===== config.mk =====
export PLATFORM = sky130hd
export DESIGN_NAME = uart_tx_feeder_flat
export DESIGN_NICKNAME = d
export VERILOG_FILES = /design/src/rtl/uart_tx_feeder_if.sv /design/src/rtl/uart_tx_feeder.sv /design/src/flat_wrapper.sv
export SDC_FILE = /design/constraint.sdc
export NUM_CORES = 1
export LEC_CHECK = 0
export CORE_UTILIZATION = 59
export DETAILED_ROUTE_END_ITERATION = 10
export PLACE_DENSITY = 0.78
export SLEW_MARGIN = 10
export SYNTH_ARGS = -nofsm -noshare
export SYNTH_HDL_FRONTEND = slang
export SYNTH_SLANG_ARGS = --single-unit

===== constraint.sdc =====
create_clock -name clk -period 3.62 [get_ports clk]
set_input_delay 0.362 -clock clk [delete_from_list [all_inputs] [get_ports clk]]
set_output_delay 0.362 -clock clk [all_outputs]
set_load 0.03 [all_outputs]

===== src/rtl/uart_tx_feeder_if.sv =====
`default_nettype none
// ============================================================================
// Module   : uart_tx_feeder_if
// Purpose  : Bundles the producer-side push port, the occupancy/status flags
//            and the transmitter launch handshake of uart_tx_feeder.
// Ports    : (interface signals)
//   wr_en, wr_data         push strobe and byte     (master -> slave)
//   full, empty, count     FIFO occupancy status    (slave  -> master)
//   overflow               dropped-push pulse       (slave  -> master)
//   busy                   byte in flight           (slave  -> master)
//   tx_start, tx_data      launch pulse and byte    (slave  -> master)
//   tx_done                transmitter completion   (master -> slave)
// Revision : 1.0 - initial release
// ============================================================================
interface uart_tx_feeder_if #(
  parameter int DATA_BITS = 8,
  parameter int DEPTH     = 16
);
  localparam int CNT_W = $clog2(DEPTH) + 1;

  logic                 wr_en;
  logic [DATA_BITS-1:0] wr_data;
  logic                 full;
  logic                 empty;
  logic [CNT_W-1:0]     count;
  logic                 overflow;
  logic                 busy;
  logic                 tx_start;
  logic [DATA_BITS-1:0] tx_data;
  logic                 tx_done;

  // master: producer plus transmitter environment; slave: the feeder itself
  modport master (
    output wr_en, wr_data, tx_done,
    input  full, empty, count, overflow, busy, tx_start, tx_data
  );

  modport slave (
    input  wr_en, wr_data, tx_done,
    output full, empty, count, overflow, busy, tx_start, tx_data
  );
endinterface
`default_nettype wire


===== src/rtl/uart_tx_feeder.sv =====
`default_nettype none
// ============================================================================
// Module   : uart_tx_feeder
// Purpose  : Byte FIFO plus launch controller in front of a UART transmitter.
//            Bytes pushed with wr_en are queued; one at a time is popped onto
//            tx_data with a one-cycle tx_start pulse, and the next launch
//            waits for the transmitter's tx_done.
// Ports    :
//   clk  - system clock, rising edge
//   rst  - asynchronous active-high reset
//   bus  - uart_tx_feeder_if.slave (push port, status, launch handshake)
// Revision : 1.0 - initial release
// ============================================================================
module uart_tx_feeder #(
  parameter int DATA_BITS = 8,
  parameter int DEPTH     = 16
) (
  input  wire              clk,
  input  wire              rst,
  uart_tx_feeder_if.slave  bus
);

  localparam int CNT_W   = $clog2(DEPTH) + 1;
  localparam int c_PTR_W = $clog2(DEPTH);

  typedef enum logic [0:0] {
    S_IDLE   = 1'b0,
    S_LAUNCH = 1'b1
  } state_t;

  state_t               r_state;
  state_t               w_next_state;

  logic [DATA_BITS-1:0] r_mem [DEPTH];
  logic [c_PTR_W-1:0]   r_wr_ptr;
  logic [c_PTR_W-1:0]   r_rd_ptr;
  logic [CNT_W-1:0]     r_count;
  logic                 r_overflow;
  logic                 r_tx_start;
  logic [DATA_BITS-1:0] r_tx_data;

  logic                 w_full;
  logic                 w_empty;
  logic                 w_push;
  logic                 w_pop;

  // Flags come only from the registered count, so pointer equality is never
  // ambiguous when the pointers wrap.
  assign w_full  = (r_count == CNT_W'(DEPTH));
  assign w_empty = (r_count == '0);
  assign w_push  = bus.wr_en & ~w_full;

  // Next-state logic; the pop is tied to the IDLE->LAUNCH transition.
  always_comb begin
    w_next_state = r_state;
    w_pop        = 1'b0;
    case (r_state)
      S_IDLE: begin
        if (!w_empty) begin
          w_pop        = 1'b1;
          w_next_state = S_LAUNCH;
        end
      end
      S_LAUNCH: begin
        // Honoured even in the first LAUNCH cycle (same cycle as tx_start).
        if (bus.tx_done) begin
          w_next_state = S_IDLE;
        end
      end
      default: w_next_state = S_IDLE;
    endcase
  end

  always_ff @(posedge clk or posedge rst) begin
    if (rst) begin
      r_state <= S_IDLE;
    end else begin
      r_state <= w_next_state;
    end
  end

  // Storage has no reset; its contents are meaningless until written.
  always_ff @(posedge clk) begin
    if (w_push) begin
      r_mem[r_wr_ptr] <= bus.wr_data;
    end
  end

  always_ff @(posedge clk or posedge rst) begin
    if (rst) begin
      r_wr_ptr   <= '0;
      r_rd_ptr   <= '0;
      r_count    <= '0;
      r_overflow <= 1'b0;
      r_tx_start <= 1'b0;
      r_tx_data  <= '0;
    end else begin
      // A push while full is dropped even if a pop happens on the same edge.
      r_overflow <= bus.wr_en & w_full;
      // tx_start is the registered pop, so it is high only in the first
      // LAUNCH cycle and has no combinational path from any input.
      r_tx_start <= w_pop;

      if (w_push) begin
        r_wr_ptr <= r_wr_ptr + c_PTR_W'(1);
      end

      if (w_pop) begin
        r_tx_data <= r_mem[r_rd_ptr];
        r_rd_ptr  <= r_rd_ptr + c_PTR_W'(1);
      end

      case ({w_push, w_pop})
        2'b10:   r_count <= r_count + CNT_W'(1);
        2'b01:   r_count <= r_count - CNT_W'(1);
        default: r_count <= r_count;
      endcase
    end
  end

  assign bus.full     = w_full;
  assign bus.empty    = w_empty;
  assign bus.count    = r_count;
  assign bus.overflow = r_overflow;
  assign bus.busy     = (r_state == S_LAUNCH);
  assign bus.tx_start = r_tx_start;
  assign bus.tx_data  = r_tx_data;

endmodule
`default_nettype wire


===== src/flat_wrapper.sv =====
// flat-port wrapper written by rule: the top's interface ports become plain ports
module uart_tx_feeder_flat 
#(
  parameter int DATA_BITS = 8,
  parameter int DEPTH     = 16
)
  (clk, rst, bus_wr_en, bus_wr_data, bus_tx_done, bus_full, bus_empty, bus_count, bus_overflow, bus_busy, bus_tx_start, bus_tx_data);
  uart_tx_feeder_if #(.DATA_BITS(DATA_BITS), .DEPTH(DEPTH)) bus_i ();
  input  wire clk;
  input  wire rst;
  input wire logic [$bits(bus_i.wr_en)-1:0] bus_wr_en;
  input wire logic [$bits(bus_i.wr_data)-1:0] bus_wr_data;
  input wire logic [$bits(bus_i.tx_done)-1:0] bus_tx_done;
  output wire logic [$bits(bus_i.full)-1:0] bus_full;
  output wire logic [$bits(bus_i.empty)-1:0] bus_empty;
  output wire logic [$bits(bus_i.count)-1:0] bus_count;
  output wire logic [$bits(bus_i.overflow)-1:0] bus_overflow;
  output wire logic [$bits(bus_i.busy)-1:0] bus_busy;
  output wire logic [$bits(bus_i.tx_start)-1:0] bus_tx_start;
  output wire logic [$bits(bus_i.tx_data)-1:0] bus_tx_data;
  assign bus_i.wr_en = bus_wr_en;
  assign bus_i.wr_data = bus_wr_data;
  assign bus_i.tx_done = bus_tx_done;
  assign bus_full = bus_i.full;
  assign bus_empty = bus_i.empty;
  assign bus_count = bus_i.count;
  assign bus_overflow = bus_i.overflow;
  assign bus_busy = bus_i.busy;
  assign bus_tx_start = bus_i.tx_start;
  assign bus_tx_data = bus_i.tx_data;
  uart_tx_feeder #(.DATA_BITS(DATA_BITS), .DEPTH(DEPTH)) u_core (.clk(clk), .rst(rst), .bus(bus_i));
endmodule

---- Word level (Yosys, flattened, before mapping) ----
Memory sizes are Yosys's and may differ from the RTL's. A register that Yosys moved wholly into a read port is not among the register bits.
Index checks and enable logic that the tools add are counted.
word-level totals
  flip-flop bits (word level) ............. 16
  bits in writable memories ............... 128
  input port bits ......................... 12
  output and inout port bits .............. 18
  logic and storage cells ................. 27
  memories ................................ 1
memories
  name          depth  width  read ports  clocked after memory_dff  write ports  line                  text
  u_core.r_mem  16     8      1           1                         1            uart_tx_feeder.sv:34  logic [DATA_BITS-1:0] r_mem [DEPTH];
operators by class
  $add $sub $neg .......................... 4
  eq/ne operators ......................... 3
  multiplexer cells ....................... 7
  bitwise gates (word level) .............. 4
  reduce and logical (&&, ||, !) cells .... 2
operators by type and width
  kind                                                                    number
  5-bit one-hot mux with 2 select lines                                   1
  4-bit by 1-bit adder with 4-bit output (second input constant)          2
  5-bit by 1-bit adder with 5-bit output (second input constant)          1
  5-bit equality test (second input constant)                             1
  5-bit zero test                                                         1
  1-bit two-way mux                                                       5
  5-bit by 1-bit subtractor with 5-bit output (second input constant)     1
  1-bit AND                                                               2
  2-bit by 1-bit equality test with 1-bit output (second input constant)  1
  2-bit equality test (second input constant)                             1
  1-bit inverter                                                          2
  1-bit one-hot mux with 2 select lines                                   1
  2-bit nonzero test                                                      1

---- Depth between registers and ports, before layout ----
Gate-level depths: netlist of run 1.
  depth after elaboration ................. 5
  gate-level depth with buffers ........... 10
  depth with buffers taken out ............ 9

---- Least setup slack after synthesis of run 1 ----
Ideal clock, no wire load.
  path type ............................... reg-to-reg
  start point ............................. register u_core.r_count[0] (netlist: u_core.bus.count[0])
  end point ............................... register u_core.r_count[4] (netlist: u_core.bus.count[4])
  arrival ................................. 2.811 ns
  slack ................................... 0.729 ns
  stages on the path, launching flop included .. 10
  period minus slack after synthesis ...... 2.891 ns
  cell sequence ........................... dfrtp_1 > nor4_1 > a21oi_1 > clkbuf_1 > ha_1 > fa_1 > a21o_1 > a21oi_1 > mux2i_1 > xnor2_1
on the way
  cells in the longest elaborated chain, start to end .. 5
ends and longest elaborated chain
  what                                                                                          line                   text
  from (decl)                                                                                   uart_tx_feeder.sv:37   logic [CNT_W-1:0] r_count;
  from (signal assigned)                                                                        uart_tx_feeder.sv:114  2'b10: r_count <= r_count + CNT_W'(1);
  from (signal assigned)                                                                        uart_tx_feeder.sv:115  2'b01: r_count <= r_count - CNT_W'(1);
  from (signal assigned)                                                                        uart_tx_feeder.sv:116  default: r_count <= r_count;
  5-bit zero test (*)                                                                           uart_tx_feeder.sv:50   assign w_empty = (r_count == '0);
  1-bit two-way mux (*)                                                                         uart_tx_feeder.sv:59   if (!w_empty) begin
  1-bit two-way mux (*)                                                                         uart_tx_feeder.sv:57   case (r_state)
  named net u_core.w_pop                                                                        uart_tx_feeder.sv:45   logic w_pop;
  2-bit by 1-bit equality test with 1-bit output / 2-bit equality test (equally long branches)  uart_tx_feeder.sv:113  case ({w_push, w_pop})
  5-bit one-hot mux with 2 select lines / 2-bit nonzero test (equally long branches)            n/a
Mark *: on every way through the listed nets, which the timed path passes. The rest lies on a longest branch.
A chain may end at the register's enable or synchronous reset.

---- Final worst setup path of run 1 ----
  start point ............................. register u_core.r_count[0] (netlist: u_core.bus.count[0])
  end point ............................... register u_core.r_count[4] (netlist: u_core.bus.count[4])
on the way
  cells in the longest elaborated chain, start to end .. 5
ends and longest elaborated chain
  what                                                                                          line
  5-bit zero test / 5-bit equality test (equally long branches)                                 uart_tx_feeder.sv:50, uart_tx_feeder.sv:49
  1-bit two-way mux / 1-bit inverter (equally long branches)                                    uart_tx_feeder.sv:59, uart_tx_feeder.sv:51
  1-bit two-way mux / 1-bit AND (equally long branches)                                         uart_tx_feeder.sv:57, uart_tx_feeder.sv:51
  2-bit by 1-bit equality test with 1-bit output / 2-bit equality test (equally long branches)  uart_tx_feeder.sv:113
  5-bit one-hot mux with 2 select lines / 2-bit nonzero test (equally long branches)            n/a
Parallel ways exist; a longest one is shown, timed or not.

==> reports/qor.yml, run 1 <==
logic_synthesis:
  syn_inst: 312
  syn_area_mm2: 0.00608
  synth_top_area_share_pct: 63.2
  synth-seq-area-share_pct: 73.1
  ys.flop_type: "edfxtp_1"
  synth_most_common_cell: "edfxtp_1"
  yosys-top-cells-area: "edfxtp_1, dfrtp_1, mux4_2"
  ys_warn_count: 0
  netlist_top_cells_count: "edfxtp_1, dfrtp_1, mux4_2, o22ai_1, nor2_1"
  ys_async_sr_fraction_pct: 15.8
  ys_types: 32
  synth-edff-count: 128
  ys_ff_latch: 152
  synth_nets: 334
  yosysTopAreaCell: "edfxtp_1"
  avgSynthCellArea_um2: 19.5
route:
  ant_nets: 0
  drtIter0Drc: 225
  wire_per_inst_um: 22.4
  met3_length_um: 788
  wl_met2_mm: 5.82
  post_drt_via_cell_ratio: 5.97
  drtPass1Iterations: 4
  wl_met1_mm: 4.46
  post-route-drc-count: 0
  dr.max_layer_used: "met4"
  via_count: 2992
  drt_wl_total_mm: 11.2
worst_setup_path:
  cp.required_ps: 4060
  r2r_cells: 9
  endpoint_kind: "flip-flop"
  path_cells: "nor4_1 -> a21boi_2 -> inv_1 -> ha_1 -> ha_1 -> a21o_1 -> a21oi_1 -> mux2i_1 -> xnor2_1"
  critPathMaxFanout: 9
  worstPathArrival_ps: 3240
  cpMostUsedCell: "ha_1"
  path_class: "flip-flop to flip-flop"
  cp_slowest_cell: "nor4_1"
  critPathLaunchType: "flip-flop"
  max_stage_delay_ps: 610
floorplan:
  ios: 30
  coreArea_mm2: 0.00986
  dieArea_mm2: 0.0107
  std_cell_rows: 36
  die_w_um: 104
  start_util_pct: 61.6
  dieHeight_um: 104
pwr:
  power_mw: 5.80
  leakage_nw: 2.45
  vdd_drop_max_v: 0.000616
  power_density_mw_per_mm2: 816
clocking:
  cts_inserted_buffers: 17
  cts_resized: 0
  htreeDepth: 4
  post_cts_buffers: 0
  worstSkewPairLatency_ps: 520
  cts_sinks: 152
  clock_path_buffers: 2
  cts_tree: "built"
  cts_hold_buf: 0
  cts.clk_slew.worst_paths_ps: 70
  root_buffer: "clkbuf_8"
grt:
  antenna_found_initial: 0
  grt_usage_pct: 23.4
  grt_pass1_wl_mm: 17.6
  grt_pass1_vias: 3116
  grt_max_degree: 25
  grt_overflow_total: 0
finish:
  areaGrowthSynthToFinish_pct: 16.9
  design_area_mm2: 0.00710
  multi_input_area_mm2: 0.00152
  antenna_cells: 0
  stdcell_count: 501
  fillCellCount: 575
  nNetsFinal: 377
  regArea_mm2: 0.00445
  drive_gt1_share_pct: 21.5
sta:
  finalSetupViolCount: 0
  setup_tns_ps: 0
  tightest_slew_ps: 1060
  max_slew_margin_pct: 29.6
  rsz0062_at_grt: "false"
  fmax_ghz: 0.358
  period_needed_ps: 2800
  fin_worst_skew_ps: 9.10
  drv_slew: 0
  period_share_pct: 77.3
  hold_viol: 0
run_status:
  status: "completed"
placed_design:
  port_buffers: 29
  hpwl_mm: 6.89
  placedInstanceArea_mm2: 0.00654
  finalWeightedCongestion: 0.797
  place_inst: 469
flow_run:
  drv_cap: 0
min_path:
  hold_path_class: "input port to async pin"
==> flip-flops by register name, summed over array words and instances (netlist names) <==
name                 flops
u_core.bus.busy          1
u_core.bus.count         5
u_core.bus.overflow      1
u_core.bus.tx_data       8
u_core.bus.tx_start      1
u_core.r_mem           128
u_core.r_rd_ptr          4
u_core.r_wr_ptr          4
==> layer usage <==
metal | track usage [%] | vias up
li1 | - | 1345
met1 | 30.4 | 1499
met2 | 37.8 | 134
met3 | 6.86 | 14
met4 | 8.80 | 0
met5 | 0 | -
==> through the flow <==
step | hold slack (ps) | utilization (%) | worst slack, ps
after floorplan | 377 | - | 729
after global placement | 538 | 66.3 | 893
after detailed placement | 542 | 66.3 | 822
after CTS | 377 | 72.0 | 803
after global routing | 386 | 72.0 | 624
final | 398 | 72.0 | 823
==> path summary, 6_finish.rpt <==
kind	from	slack, ps	end
setup / recovery	u_core.bus.count[0]	820	u_core.bus.count[4]
hold / removal	rst	400	u_core.bus.busy
setup reg to reg	u_core.bus.count[0]	820	u_core.bus.count[4]
hold reg to reg	u_core.bus.busy	550	u_core.bus.busy
max in group asynchronous	rst	2540	u_core.r_rd_ptr[1]
min in group clk	bus_tx_done	400	u_core.bus.busy
==> cell type report <==
class | count | share of cell area [%]
clock inverter | 15 | 2.15
inverter | 6 | 0.317
tap | 133 | 2.34
multi-input combinational | 137 | 21.4
timing repair buffer | 41 | 5.35
clock buffer | 17 | 5.83
sequential | 152 | 62.6
==> cells by family (layout without fill, tap and decap cells) <==
family	Yosys count	after routing	share of synthesized area (%)
XOR/XNOR	10	10	1.44
AO/OA/AOI/OAI	35	35	3.66
multiplexers	43	43	14.7
AND/OR/NAND/NOR	39	39	3.01
adder cells (fa/ha/maj)	10	10	2.18
buffers and inverters	23	79	1.91
flip-flops	152	152	73.1
==> where the power goes <==
part	internal (mW)	leakage [nW]	switching, mW
Sequential	2.17	1.43	0.328
Combinational	0.828	0.749	0.811
Clock	0.887	0.272	0.769
Total	3.89	2.45	1.91
==> critical path, delay by kind of cell, from the launching register on <==
family	cells	cell delay, ps
xor+xnor	1	140
simple gates	1	610
mux	1	230
fa+ha+maj	2	590
buf+inv	1	100
compound gates	3	600
flops	1	460
==> layout by cell type (no fill, tap or decap), drive strengths merged <==
master / synthesis / final
clkinv: 0 / 2
and3: 1 / 1
clkbuf: 8 / 17
clkdlybuf4s50: 0 / 29
a21o: 2 / 2
edfxtp: 128 / 128
inv: 6 / 16
nor3: 5 / 5
fa: 1 / 1
ha: 9 / 9
a21oi: 12 / 12
nand4: 2 / 2
a21boi: 1 / 1
mux4: 32 / 32
nor2: 15 / 15
o22ai: 16 / 16
xor2: 2 / 2
clkinvlp: 0 / 3
buf: 9 / 12
nor2b: 1 / 1
xnor2: 8 / 8
nand2: 9 / 9
or4: 1 / 1
mux2: 10 / 10
nand2b: 3 / 3
mux2i: 1 / 1
dfrtp: 24 / 24
o211ai: 1 / 1
nor4: 1 / 1
or2: 1 / 1
o21ai: 3 / 3
Power figures use the tool's default switching activity.
==> inputs of run 2 (changes only) <==
clock period = 2.6 ns   (was 3.62 ns; I/O delays follow)
==> run 2 against run 1 <==
  * Cell area up 2.1%
  * Clock-buffer cell count up 2
  * Clock power up 54%
  * Sequential cell count stayed put
  * Clock skew grew 4.3 ps
  * Die area did not move
  * Combinational power grew 52%
  * Non-clock buffer count increased by 10
  * Critical path depth shrank 1
  * Hold slack lost 290 ps
  * Critical endpoint unchanged
==> reports/qor.yml, run 2 (synthesis results as in run 1) <==
worst_setup_path:
  path_class: "flip-flop to flip-flop"
  critPathMaxFanout: 6  # -3
  reg2reg_from: "u_core.bus.count[0]"
  path_cells: "nor4_4 -> a21oi_2 -> ha_2 -> fa_1 -> a21o_1 -> a21oi_1 -> mux2i_1 -> xnor2_1"
  cp.required_ps: 3040  # -1020 ps
  r2r_cells: 8  # -1
  rr_endpoint: "u_core.bus.count[4]"
  crit_buf_inv: 0  # -1
  ff2ff_setup_slack_ps: 190  # -630 ps
  worstPathArrival_ps: 2840  # -400 ps
  cp_slowest_cell: "dfrtp_2"
  endpoint_kind: "flip-flop"
  critPathLaunchType: "flip-flop"
  crit_family: "adder cells"
  max_stage_delay_ps: 470  # -140 ps
floorplan:
  dieHeight_um: 104  # unchanged
  die_w_um: 104  # unchanged
  ios: 30  # unchanged
  dieArea_mm2: 0.0107  # unchanged
  start_util_pct: 61.6  # unchanged
  coreArea_mm2: 0.00986  # unchanged
  std_cell_rows: 36  # unchanged
placed_design:
  finalWeightedCongestion: 0.772  # -3.1%
  hpwl_mm: 6.85  # -0.64%
  port_buffers: 29  # unchanged
clocking:
  cts.clk_slew.worst_paths_ps: 60  # about the same
  clock_path_buffers: 2  # unchanged
  post_cts_buffers: 0  # unchanged
  cts_inserted_buffers: 17  # unchanged
  root_buffer: "clkbuf_8"
  cts_sinks: 152  # unchanged
  htreeDepth: 4  # unchanged
  worstSkewPairLatency_ps: 520  # about the same
  cts_tree: "built"
finish:
  largest_register: "u_core.r_mem"
  layout.cells.most_common: "edfxtp_1"
  antenna_cells: 0  # unchanged
  areaGrowthSynthToFinish_pct: 19.4
  drive_gt1_share_pct: 24.1  # +2.6 points
  nNetsFinal: 387  # +2.7%
  largest_reg_flops: 128  # unchanged
  mostFrequentLayoutCells: "edfxtp_1, clkdlybuf4s50_1, buf_4, dfrtp_1, mux4_2"
route:
  drtPass1Iterations: 5  # +1
  post_drt_via_cell_ratio: 6.06  # +1.4%
  via_count: 3095  # +3.4%
  wire_per_inst_um: 23.7  # +5.6%
  drt_wl_total_mm: 12.1  # +7.8%
  drtIter0Drc: 249  # +11%
  post-route-drc-count: 0  # unchanged
  ant_nets: 0  # unchanged
sta:
  fin_worst_skew_ps: 13.4  # +4.26 ps
  max_slew_margin_pct: 58.6  # +29 points
  fmax_ghz: 0.415  # +16%
  hold_viol: 0  # unchanged
  finalSetupViolCount: 0  # unchanged
  period_needed_ps: 2410  # -390 ps
  drv_slew: 0  # unchanged
  setup_tns_ps: 0  # unchanged
  period_share_pct: 92.6  # +15 points
  tightest_slew_ps: 621  # -435 ps
  hold_ws_ps: 112  # -286 ps
  rsz0062_at_grt: "false"
pwr:
  leakage_nw: 2.54  # +3.6%
  vdd_drop_max_v: 0.000686  # +11%
  power_density_mw_per_mm2: 1160  # +42%
run_status:
  status: "completed"
grt:
  grt_overflow_total: 0  # unchanged
  grt_pass1_vias: 3314  # +6.4%
  antenna_found_initial: 0  # unchanged
  grt_max_degree: 34  # +36%
  grt_usage_pct: 24.7  # +1.3 points
  grt_pass1_wl_mm: 18.7  # +5.8%
min_path:
  hold_path_class: "input port to async pin"
flow_run:
  drv_cap: 0  # unchanged
==> run 2: cell types whose count changed in the layout (fill, tap and decap cells not counted), sizes merged <==
cell           change
clkbuf             +2
dlygate4sd2        +2
inv                -5
clkinvlp           -1
clkdlybuf4s50      -2
bufinv             +4
buf               +10
==> run 2: worst max-delay path by stage <==
stage                         from                  end  slack, ps  cells after the start
3_5_place_dp             bus_wr_en  u_core.bus.count[4]        190                      9
3_3_place_gp   u_core.bus.count[0]  u_core.bus.count[4]        250                      8
5_1_grt        u_core.bus.count[0]  u_core.bus.count[4]         60                      8
6_report       u_core.bus.count[0]  u_core.bus.count[4]        190                      8
4_1_cts        u_core.bus.count[0]  u_core.bus.count[4]        190                      8
2_1_floorplan  u_core.bus.count[0]  u_core.bus.count[4]         30                      9
==> run 2: power by group <==
part	internal, mW	switching (mW)	leakage, nW
sequential	3.03	0.327	1.43
combinational	1.19	1.31	0.816
clock	1.57	0.974	0.294
total	5.80	2.61	2.54
==> run 2: repair_timing <==
item,CTS,global route
setup endpoints to repair,2,0
resized for setup,2,0
hold buffers,0,0
==> run 2: area by class of cell <==
| type | instances | area [um^2] |
|---|---|---|
| fillers | 556 | 2610 |
| clock buffers | 19 | 422 |
| flip-flops and latches | 152 | 4450 |
| repair buffers | 51 | 465 |
| multi-input cells | 137 | 1540 |
| well taps | 133 | 166 |
| inverters | 6 | 22.5 |
| clock inverters | 13 | 193 |
==> run 2: metrics by stage <==
step	worst slack, ps	power [mW]	std cells	util [%]	instance area (um^2)
after floorplan	27.5	5.11	312	-	6100
after global placement	245	5.77	479	67.4	6640
after detailed placement	185	5.87	479	67.4	6640
after CTS	189	8.46	511	73.6	7260
after global routing	57.1	8.75	511	73.6	7260
final	193	8.41	511	73.6	7260
==> run 2: worst reg2reg max path, delay by kind of cell (launching register included) <==
kind	cells	cell delay [ps]
AO/OA/AOI/OAI	3	480
XOR/XNOR	1	130
adder cells (fa/ha/maj)	2	650
flip-flops	1	470
multiplexers	1	230
AND/OR/NAND/NOR	1	380
==> run 2: routing by layer <==
layer / vias up / part of all wire [%] / global-route usage [%]
met5: - / 0 / 0
met4: 0 / 2.5 / 12.7
met3: 18 / 5.9 / 4.85
met2: 122 / 53 / 42.4
met1: 1589 / 39 / 29.9
li1: 1366 / - / -
